[src/rtl/alpaca_cx_mac_if.sv]
// rtl/alpaca_cx_mac_if.sv - beat/result bundle for the alpaca_cx_mac complex MAC
//
// Purpose: carries one input beat (qualifiers plus operands a, b, c) towards the
// MAC and the accumulated result back out.
// Ports (signals):
//   din_valid, din_first, din_last, conj   beat qualifiers
//   a_re, a_im, c_re, c_im                 WIDTH-bit signed operands
//   b_re, b_im                             PHASE_WIDTH-bit signed operand
//   dout_valid, dout_re, dout_im, ovf      ACC_W-bit result and its strobe/flag
// Modports: master drives beats and observes results; slave is the MAC.
interface alpaca_cx_mac_if #(
    parameter int WIDTH       = 16,
    parameter int PHASE_WIDTH = 16,
    parameter int ACC_GUARD   = 4
);
    localparam int ACC_W = WIDTH + PHASE_WIDTH + 1 + ACC_GUARD;

    logic                          din_valid;
    logic                          din_first;
    logic                          din_last;
    logic                          conj;
    logic signed [WIDTH-1:0]       a_re;
    logic signed [WIDTH-1:0]       a_im;
    logic signed [PHASE_WIDTH-1:0] b_re;
    logic signed [PHASE_WIDTH-1:0] b_im;
    logic signed [WIDTH-1:0]       c_re;
    logic signed [WIDTH-1:0]       c_im;
    logic                          dout_valid;
    logic signed [ACC_W-1:0]       dout_re;
    logic signed [ACC_W-1:0]       dout_im;
    logic                          ovf;

    modport master (
        output din_valid, din_first, din_last, conj,
        output a_re, a_im, b_re, b_im, c_re, c_im,
        input  dout_valid, dout_re, dout_im, ovf
    );

    modport slave (
        input  din_valid, din_first, din_last, conj,
        input  a_re, a_im, b_re, b_im, c_re, c_im,
        output dout_valid, dout_re, dout_im, ovf
    );
endinterface

[src/rtl/alpaca_cx_mac.sv]
// rtl/alpaca_cx_mac.sv - pipelined complex multiply-accumulate with framed groups
//
// Purpose: computes a*b (or a*conj(b)) per valid beat and accumulates it over a
// group opened by din_first (seeded with c << PHASE_FRAC_WIDTH) and closed by
// din_last. first&last on one beat is a single multiply-add. Two's complement,
// wrap at ACC_W, no rounding.
// Ports:
//   clk  rising-edge clock
//   rst  synchronous active-high reset
//   bus  alpaca_cx_mac_if.slave (din_* qualifiers, a/b/c operands in;
//        dout_valid, dout_re/dout_im, ovf out)
// Timing: seven register stages; a beat sampled at edge N is loaded into the
// output register at edge N+6, so the consumer samples dout_valid=1 at edge N+7.
// Optional feature macro: CX_MAC_OVF_EN builds the sticky per-group overflow
// detector; without it ovf is tied to 0 and the latency is unchanged.
module alpaca_cx_mac #(
    parameter int WIDTH            = 16,
    parameter int FRAC_WIDTH       = 15,
    parameter int PHASE_WIDTH      = 16,
    parameter int PHASE_FRAC_WIDTH = 15,
    parameter int ACC_GUARD        = 4
) (
    input  logic           clk,
    input  logic           rst,
    alpaca_cx_mac_if.slave bus
);
    localparam int ACC_W  = WIDTH + PHASE_WIDTH + 1 + ACC_GUARD;
    localparam int PROD_W = WIDTH + PHASE_WIDTH;

    // control vector bit positions: {valid, first, last, conj}
    localparam int CV = 3;
    localparam int CF = 2;
    localparam int CL = 1;
    localparam int CC = 0;

    if (FRAC_WIDTH >= WIDTH || PHASE_FRAC_WIDTH >= PHASE_WIDTH) begin : g_frac_check
        $error("alpaca_cx_mac: fractional widths must leave a sign bit");
    end

    // ---------------- stage 1: input register ----------------
    logic [3:0]                    ctl1;
    logic signed [WIDTH-1:0]       ar1, ai1, cr1, ci1;
    logic signed [PHASE_WIDTH-1:0] br1, bi1;

    always_ff @(posedge clk) begin
        if (rst) begin
            ctl1 <= '0;
            ar1  <= '0;
            ai1  <= '0;
            br1  <= '0;
            bi1  <= '0;
            cr1  <= '0;
            ci1  <= '0;
        end else begin
            ctl1 <= {bus.din_valid, bus.din_first, bus.din_last, bus.conj};
            ar1  <= bus.a_re;
            ai1  <= bus.a_im;
            br1  <= bus.b_re;
            bi1  <= bus.b_im;
            cr1  <= bus.c_re;
            ci1  <= bus.c_im;
        end
    end

    // ---------------- stages 2-3: partial products, two DSP registers ----------------
    logic [3:0]               ctl2, ctl3;
    logic signed [PROD_W-1:0] p_rr2, p_ii2, p_ir2, p_ri2;
    logic signed [PROD_W-1:0] p_rr3, p_ii3, p_ir3, p_ri3;
    logic signed [WIDTH-1:0]  cr2, ci2, cr3, ci3;

    always_ff @(posedge clk) begin
        if (rst) begin
            ctl2  <= '0;
            ctl3  <= '0;
            p_rr2 <= '0;
            p_ii2 <= '0;
            p_ir2 <= '0;
            p_ri2 <= '0;
            p_rr3 <= '0;
            p_ii3 <= '0;
            p_ir3 <= '0;
            p_ri3 <= '0;
            cr2   <= '0;
            ci2   <= '0;
            cr3   <= '0;
            ci3   <= '0;
        end else begin
            ctl2  <= ctl1;
            // operands widened first so each product keeps full precision
            p_rr2 <= PROD_W'(ar1) * PROD_W'(br1);
            p_ii2 <= PROD_W'(ai1) * PROD_W'(bi1);
            p_ir2 <= PROD_W'(ai1) * PROD_W'(br1);
            p_ri2 <= PROD_W'(ar1) * PROD_W'(bi1);
            cr2   <= cr1;
            ci2   <= ci1;
            ctl3  <= ctl2;
            p_rr3 <= p_rr2;
            p_ii3 <= p_ii2;
            p_ir3 <= p_ir2;
            p_ri3 <= p_ri2;
            cr3   <= cr2;
            ci3   <= ci2;
        end
    end

    // ---------------- stage 4: cross add/sub and c alignment ----------------
    logic signed [ACC_W-1:0] x_rr, x_ii, x_ir, x_ri, x_re, x_im;

    always_comb begin
        x_rr = ACC_W'(p_rr3);
        x_ii = ACC_W'(p_ii3);
        x_ir = ACC_W'(p_ir3);
        x_ri = ACC_W'(p_ri3);
        // conj(b) flips the sign of b_im, i.e. the ai*bi and ar*bi terms
        x_re = ctl3[CC] ? x_rr + x_ii : x_rr - x_ii;
        x_im = ctl3[CC] ? x_ir - x_ri : x_ir + x_ri;
    end

    logic [CV:CL]            ctl4;
    logic signed [ACC_W-1:0] s_re4, s_im4, c_re4, c_im4;

    always_ff @(posedge clk) begin
        if (rst) begin
            ctl4  <= '0;
            s_re4 <= '0;
            s_im4 <= '0;
            c_re4 <= '0;
            c_im4 <= '0;
        end else begin
            ctl4  <= ctl3[CV:CL];
            s_re4 <= x_re;
            s_im4 <= x_im;
            c_re4 <= ACC_W'(cr3) <<< PHASE_FRAC_WIDTH;
            c_im4 <= ACC_W'(ci3) <<< PHASE_FRAC_WIDTH;
        end
    end

    // ---------------- stage 5: group FSM and accumulator ----------------
    typedef enum logic {S_IDLE, S_ACCUM} state_t;

    state_t                  state, state_nxt;
    logic signed [ACC_W-1:0] acc_re, acc_im;
    logic signed [ACC_W-1:0] base_re, base_im, add_re, add_im;
    logic                    take, emit_nxt, emit5;

    // a first beat always reseeds from c, dropping any open partial group
    assign base_re = ctl4[CF] ? c_re4 : acc_re;
    assign base_im = ctl4[CF] ? c_im4 : acc_im;
    assign add_re  = base_re + s_re4;
    assign add_im  = base_im + s_im4;

    always_comb begin
        state_nxt = state;
        take      = 1'b0;
        emit_nxt  = 1'b0;
        if (ctl4[CV] && (ctl4[CF] || state == S_ACCUM)) begin
            take      = 1'b1;
            emit_nxt  = ctl4[CL];
            state_nxt = ctl4[CL] ? S_IDLE : S_ACCUM;
        end
    end

    always_ff @(posedge clk) begin
        if (rst) begin
            state  <= S_IDLE;
            acc_re <= '0;
            acc_im <= '0;
            emit5  <= 1'b0;
        end else begin
            state <= state_nxt;
            emit5 <= emit_nxt;
            if (take) begin
                acc_re <= add_re;
                acc_im <= add_im;
            end
        end
    end

    // ---------------- stages 6-7: overflow stage and output register ----------------
    logic                    v6, dv_q;
    logic signed [ACC_W-1:0] re6, im6, dre_q, dim_q;

    always_ff @(posedge clk) begin
        if (rst) begin
            v6    <= 1'b0;
            re6   <= '0;
            im6   <= '0;
            dv_q  <= 1'b0;
            dre_q <= '0;
            dim_q <= '0;
        end else begin
            v6   <= emit5;
            re6  <= acc_re;
            im6  <= acc_im;
            dv_q <= v6;
            if (v6) begin
                dre_q <= re6;
                dim_q <= im6;
            end
        end
    end

    assign bus.dout_valid = dv_q;
    assign bus.dout_re    = dre_q;
    assign bus.dout_im    = dim_q;

`ifdef CX_MAC_OVF_EN
    function automatic logic add_ovf(input logic signed [ACC_W-1:0] a, b, s);
        return (a[ACC_W-1] == b[ACC_W-1]) && (s[ACC_W-1] != a[ACC_W-1]);
    endfunction

    function automatic logic sub_ovf(input logic signed [ACC_W-1:0] a, b, s);
        return (a[ACC_W-1] != b[ACC_W-1]) && (s[ACC_W-1] != a[ACC_W-1]);
    endfunction

    logic x_ovf, a_ovf, ovf4, ovf_grp, ovf6, ovf_q;

    always_comb begin
        x_ovf = ctl3[CC] ? (add_ovf(x_rr, x_ii, x_re) | sub_ovf(x_ir, x_ri, x_im))
                         : (sub_ovf(x_rr, x_ii, x_re) | add_ovf(x_ir, x_ri, x_im));
        a_ovf = add_ovf(base_re, s_re4, add_re) | add_ovf(base_im, s_im4, add_im);
    end

    always_ff @(posedge clk) begin
        if (rst) begin
            ovf4    <= 1'b0;
            ovf_grp <= 1'b0;
            ovf6    <= 1'b0;
            ovf_q   <= 1'b0;
        end else begin
            ovf4 <= x_ovf;
            // sticky over the group; a first beat starts from a clean flag
            if (take) begin
                ovf_grp <= (ctl4[CF] ? 1'b0 : ovf_grp) | ovf4 | a_ovf;
            end
            ovf6  <= emit5 & ovf_grp;
            ovf_q <= v6 & ovf6;
        end
    end

    assign bus.ovf = ovf_q;
`else
    assign bus.ovf = 1'b0;
`endif
endmodule

[src/flat_wrapper.sv]
// flat-port wrapper written by rule: the top's interface ports become plain ports
module alpaca_cx_mac_flat 
#(
    parameter int WIDTH            = 16,
    parameter int FRAC_WIDTH       = 15,
    parameter int PHASE_WIDTH      = 16,
    parameter int PHASE_FRAC_WIDTH = 15,
    parameter int ACC_GUARD        = 4
)
  (clk, rst, bus_din_valid, bus_din_first, bus_din_last, bus_conj, bus_a_re, bus_a_im, bus_b_re, bus_b_im, bus_c_re, bus_c_im, bus_dout_valid, bus_dout_re, bus_dout_im, bus_ovf);
  alpaca_cx_mac_if #(.WIDTH(WIDTH), .PHASE_WIDTH(PHASE_WIDTH), .ACC_GUARD(ACC_GUARD)) bus_i ();
  input  logic clk;
  input  logic rst;
  input wire logic [$bits(bus_i.din_valid)-1:0] bus_din_valid;
  input wire logic [$bits(bus_i.din_first)-1:0] bus_din_first;
  input wire logic [$bits(bus_i.din_last)-1:0] bus_din_last;
  input wire logic [$bits(bus_i.conj)-1:0] bus_conj;
  input wire logic [$bits(bus_i.a_re)-1:0] bus_a_re;
  input wire logic [$bits(bus_i.a_im)-1:0] bus_a_im;
  input wire logic [$bits(bus_i.b_re)-1:0] bus_b_re;
  input wire logic [$bits(bus_i.b_im)-1:0] bus_b_im;
  input wire logic [$bits(bus_i.c_re)-1:0] bus_c_re;
  input wire logic [$bits(bus_i.c_im)-1:0] bus_c_im;
  output wire logic [$bits(bus_i.dout_valid)-1:0] bus_dout_valid;
  output wire logic [$bits(bus_i.dout_re)-1:0] bus_dout_re;
  output wire logic [$bits(bus_i.dout_im)-1:0] bus_dout_im;
  output wire logic [$bits(bus_i.ovf)-1:0] bus_ovf;
  assign bus_i.din_valid = bus_din_valid;
  assign bus_i.din_first = bus_din_first;
  assign bus_i.din_last = bus_din_last;
  assign bus_i.conj = bus_conj;
  assign bus_i.a_re = bus_a_re;
  assign bus_i.a_im = bus_a_im;
  assign bus_i.b_re = bus_b_re;
  assign bus_i.b_im = bus_b_im;
  assign bus_i.c_re = bus_c_re;
  assign bus_i.c_im = bus_c_im;
  assign bus_dout_valid = bus_i.dout_valid;
  assign bus_dout_re = bus_i.dout_re;
  assign bus_dout_im = bus_i.dout_im;
  assign bus_ovf = bus_i.ovf;
  alpaca_cx_mac #(.WIDTH(WIDTH), .FRAC_WIDTH(FRAC_WIDTH), .PHASE_WIDTH(PHASE_WIDTH), .PHASE_FRAC_WIDTH(PHASE_FRAC_WIDTH), .ACC_GUARD(ACC_GUARD)) u_core (.clk(clk), .rst(rst), .bus(bus_i));
endmodule
[config.mk]
export PLATFORM = sky130hd
export DESIGN_NAME = alpaca_cx_mac_flat
export DESIGN_NICKNAME = d
export VERILOG_FILES = /design/src/rtl/alpaca_cx_mac_if.sv /design/src/rtl/alpaca_cx_mac.sv /design/src/flat_wrapper.sv
export SDC_FILE = /design/constraint.sdc
export NUM_CORES = 2
export LEC_CHECK = 0
export ABC_AREA = 0
export CAP_MARGIN = 20
export CORE_UTILIZATION = 42
export DETAILED_ROUTE_END_ITERATION = 8
export DONT_BUFFER_PORTS = 1
export GPL_TIMING_DRIVEN = 0
export PLACE_DENSITY_LB_ADDON = 0.15
export SLEW_MARGIN = 40
export SYNTH_ARGS = -nofsm -noshare
export SYNTH_HDL_FRONTEND = slang
export SYNTH_SLANG_ARGS = --single-unit
[constraint.sdc]
create_clock -name clk -period 8.87 [get_ports clk]
set_input_delay 1.774 -clock clk [delete_from_list [all_inputs] [get_ports clk]]
set_output_delay 1.774 -clock clk [all_outputs]
set_load 0.02 [all_outputs]
==> results.cfg <==
[setup_path]
crit_type = flip-flop to flip-flop
cpPeakStageDelay_ps = 790
critPathTopFamily = adder cells
start_kind = flip-flop
path_cells = clkbuf_1 -> nand2_1 -> fa_1 -> fa_1 -> fa_1 -> fa_1 -> inv_1 -> fa_1 -> inv_1 -> fa_1 -> inv_1 -> ha_1 -> a211o_1 -> or3_1 -> a211oi_1 -> o211ai_1 -> a21oi_1 -> a211o_1 -> o21ai_1 -> a21o_1 -> a21oi_1 -> xnor2_2 -> nor2_1
critPathMaxFanout = 10
worstPathArrival_ps = 9110
crit_path_frequent_cell = fa_1
slowest_stage = dfxtp_1
cp_num_buf_inv = 4
cp.required_ps = 9470
end_kind = flip-flop

[place]
hpwlAfterDp_microns = 192000
io_buffers = 0
placed_cell_area_sq_um = 71540
placedCellCount = 9501
gp_congestion = 1.016
dp_slack_ps = 384.6

[routing]
vias = 49630
viasPerCell = 5.132
routedWlPerCell_microns = 23.88
route.detailed.drc = 0
wl_microns = 231000
postRouteAntennaNets = 0
first_pass_iters = 6
drtIter0Drc = 3254

[timing]
tns_ps = 0
setup_ws_ps = 358.4
fmax_ghz = 0.1175
tightest_slew_ps = 998.7
period_minus_slack_ps = 8512
slew_viol_final = 0
finalHoldViolations = 0
slew_headroom_pct = 33.42
fin_worst_skew_ps = 63.53
fin_crit_sh_pct = 95.96
finalSetupViolCount = 0
rsz0062_at_grt = false

[worst_hold_path]
hp-class = flip-flop to flip-flop

[floorplanning]
rows = 147
start_util_pct = 42.50
die_w_microns = 405.8
design.core.area_sq_um = 161100
die_y_microns = 405.8
die-area_sq_um = 164700
io_pins = 178

[finish]
regArea_sq_um = 15120
area_delta_synth_final_pct = 8.942
finalInstanceArea_sq_um = 74600
layout-drive-gt1-share_pct = 4.681
multiInputGateArea_sq_um = 47630
n_fill_cell = 15730
final_nets = 9048
stdcell_count = 9670

[job]
drv_cap = 0

[run_status]
outcome = completed

[yosys]
synth_commonest_cells = inv_1, fa_1, dfxtp_1
synth.area.top_cells = fa_1, dfxtp_1, ha_1, inv_1, and2_1
ys_types = 80
synth_seq_cells = 755
synth_most_common_cell = inv_1
syn_avg_cell_area_sq_um = 9.338
synth_edf_count = 0
synth_nets = 8953
synthCells = 7333
synth-warning-count = 0
netlist_area_sq_um = 68480
yosysTopAreaCell = fa_1
ys_seq_area_share_pct = 22.07
async_flop_share_pct = 0
synth_ff_type = dfxtp_1
yosysTopAreaCellShare_pct = 30.76

[cts]
post-cts-setup-buffer-count = 0
cts_max_level = 3
clock_sinks = 755
clockBufferDepth = 3
cts_tree = built
root_buffer = clkbuf_16
cts.clk_slew.worst_paths_ps = 60
holdBufCountCts = 0
numCtsBuffers = 84
clkLatencyLatePin_ps = 770
cts.repair.resized = 0

[pwr]
p_int_mw = 8.993
seqPwrFrac_pct = 26.5
power.leakage_nw = 35.87
p_per_area_nw_per_um2 = 208.7
ir_drop_v = 0.0002570
p_sw_mw = 6.578
netSwitchingFraction_pct = 42.25
p_comb_share_pct = 49.6
clockPowerShare_pct = 23.9
power_mw = 15.57

[grt]
grt_usage_pct = 28.49
grt_pass1_wl_microns = 338900
grt.overflow.total = 0
antenna_found_initial = 35
grt_pass1_vias = 51850
grt_max_degree = 15
-- stage by stage --
stage | util (%) | hold WS, ps
floorplan | - | 404.6
global placement | 44.18 | 418.2
finish | 46.30 | 410.7
detailed placement | 44.40 | 421.8
global route | 46.29 | 425.7
CTS | 46.26 | 409.3
-- power by group through the flow --
| stage | combinational (mW) | sequential (mW) | clock, mW |
|---|---|---|---|
| floorplan | 5.37 | 4.02 | 0 |
| global placement | 7.51 | 4.19 | 0 |
| detailed placement | 7.64 | 4.19 | 0 |
| CTS | 7.68 | 4.12 | 3.83 |
| global route | 8.62 | 4.16 | 3.96 |
| finish | 7.72 | 4.13 | 3.73 |
-- routing by layer --
metal / track usage (%) / wire [microns] / vias up
met1: 35.19 / 93160 / 24720
met2: 46.33 / 106000 / 1674
met3: 6.331 / 17780 / 475
li1: - / - / 22740
met5: 0 / 96 / -
met4: 15.29 / 13970 / 14
-- registers in the layout, summed over array words and instances (netlist names), 33 cells and up --
name	count
u_core.bus.dout_re	37
u_core.s_re4	33
u_core.im6	37
u_core.re6	37
u_core.s_im4	33
u_core.bus.dout_im	37
u_core.acc_re	37
u_core.acc_im	37
-- final timing paths --
check             slack, ps               end              from  depth (start not counted)
setup / recovery        360  u_core.p_rr2[31]     u_core.br1[2]                         23
hold / removal          410  u_core.p_ir3[10]  u_core.p_ir2[10]                          1
setup reg to reg        360  u_core.p_rr2[31]     u_core.br1[2]                         23
hold reg to reg         410  u_core.p_ir3[10]  u_core.p_ir2[10]                          1
-- kinds of logic after synthesis --
group / count (synthesis) / share of synthesized area [%]
and+or+nand+nor: 2298 / 17.07
buffers and inverters: 1546 / 8.482
muxes: 108 / 1.637
other: 1 / 0.005476
adders and majority gates: 1518 / 39.27
AOI/OAI and AO/OA: 803 / 7.576
DFF: 755 / 22.07
xor gates and xnor gates: 304 / 3.888
-- area by class of cell --
cell class              count  share of cell area (%)
multi-input cells        5032                   63.85
flip-flops and latches    755                   20.26
inverters                1227                   6.174
well taps                2160                   3.623
clock buffers             104                   3.012
plain buffers             319                   1.813
clock inverters            53                  0.9896
repair buffers              9                  0.2348
diodes                     11                 0.03690
-- cell usage in the layout (no fill, tap or decap), drive strengths merged, types with 13 or more instances in the layout --
cell and instances:
nand2b 63, nor2b 482, o31ai 16, clkinv 29
nand4 13, nor4 19, nor2 414, o21ai 155
nand3 27, fa 1052, mux2 32, xnor2 198
nor3 60, o21a 20, a21o 152, and2 499
o21bai 32, clkbuf 407, ha 466, and3 20
a31oi 28, a211oi 41, dfxtp 755, buf 25
mux2i 76, a21oi 256, inv 1231, xor2 106
nand2 644
Power figures use the tool's default switching activity.
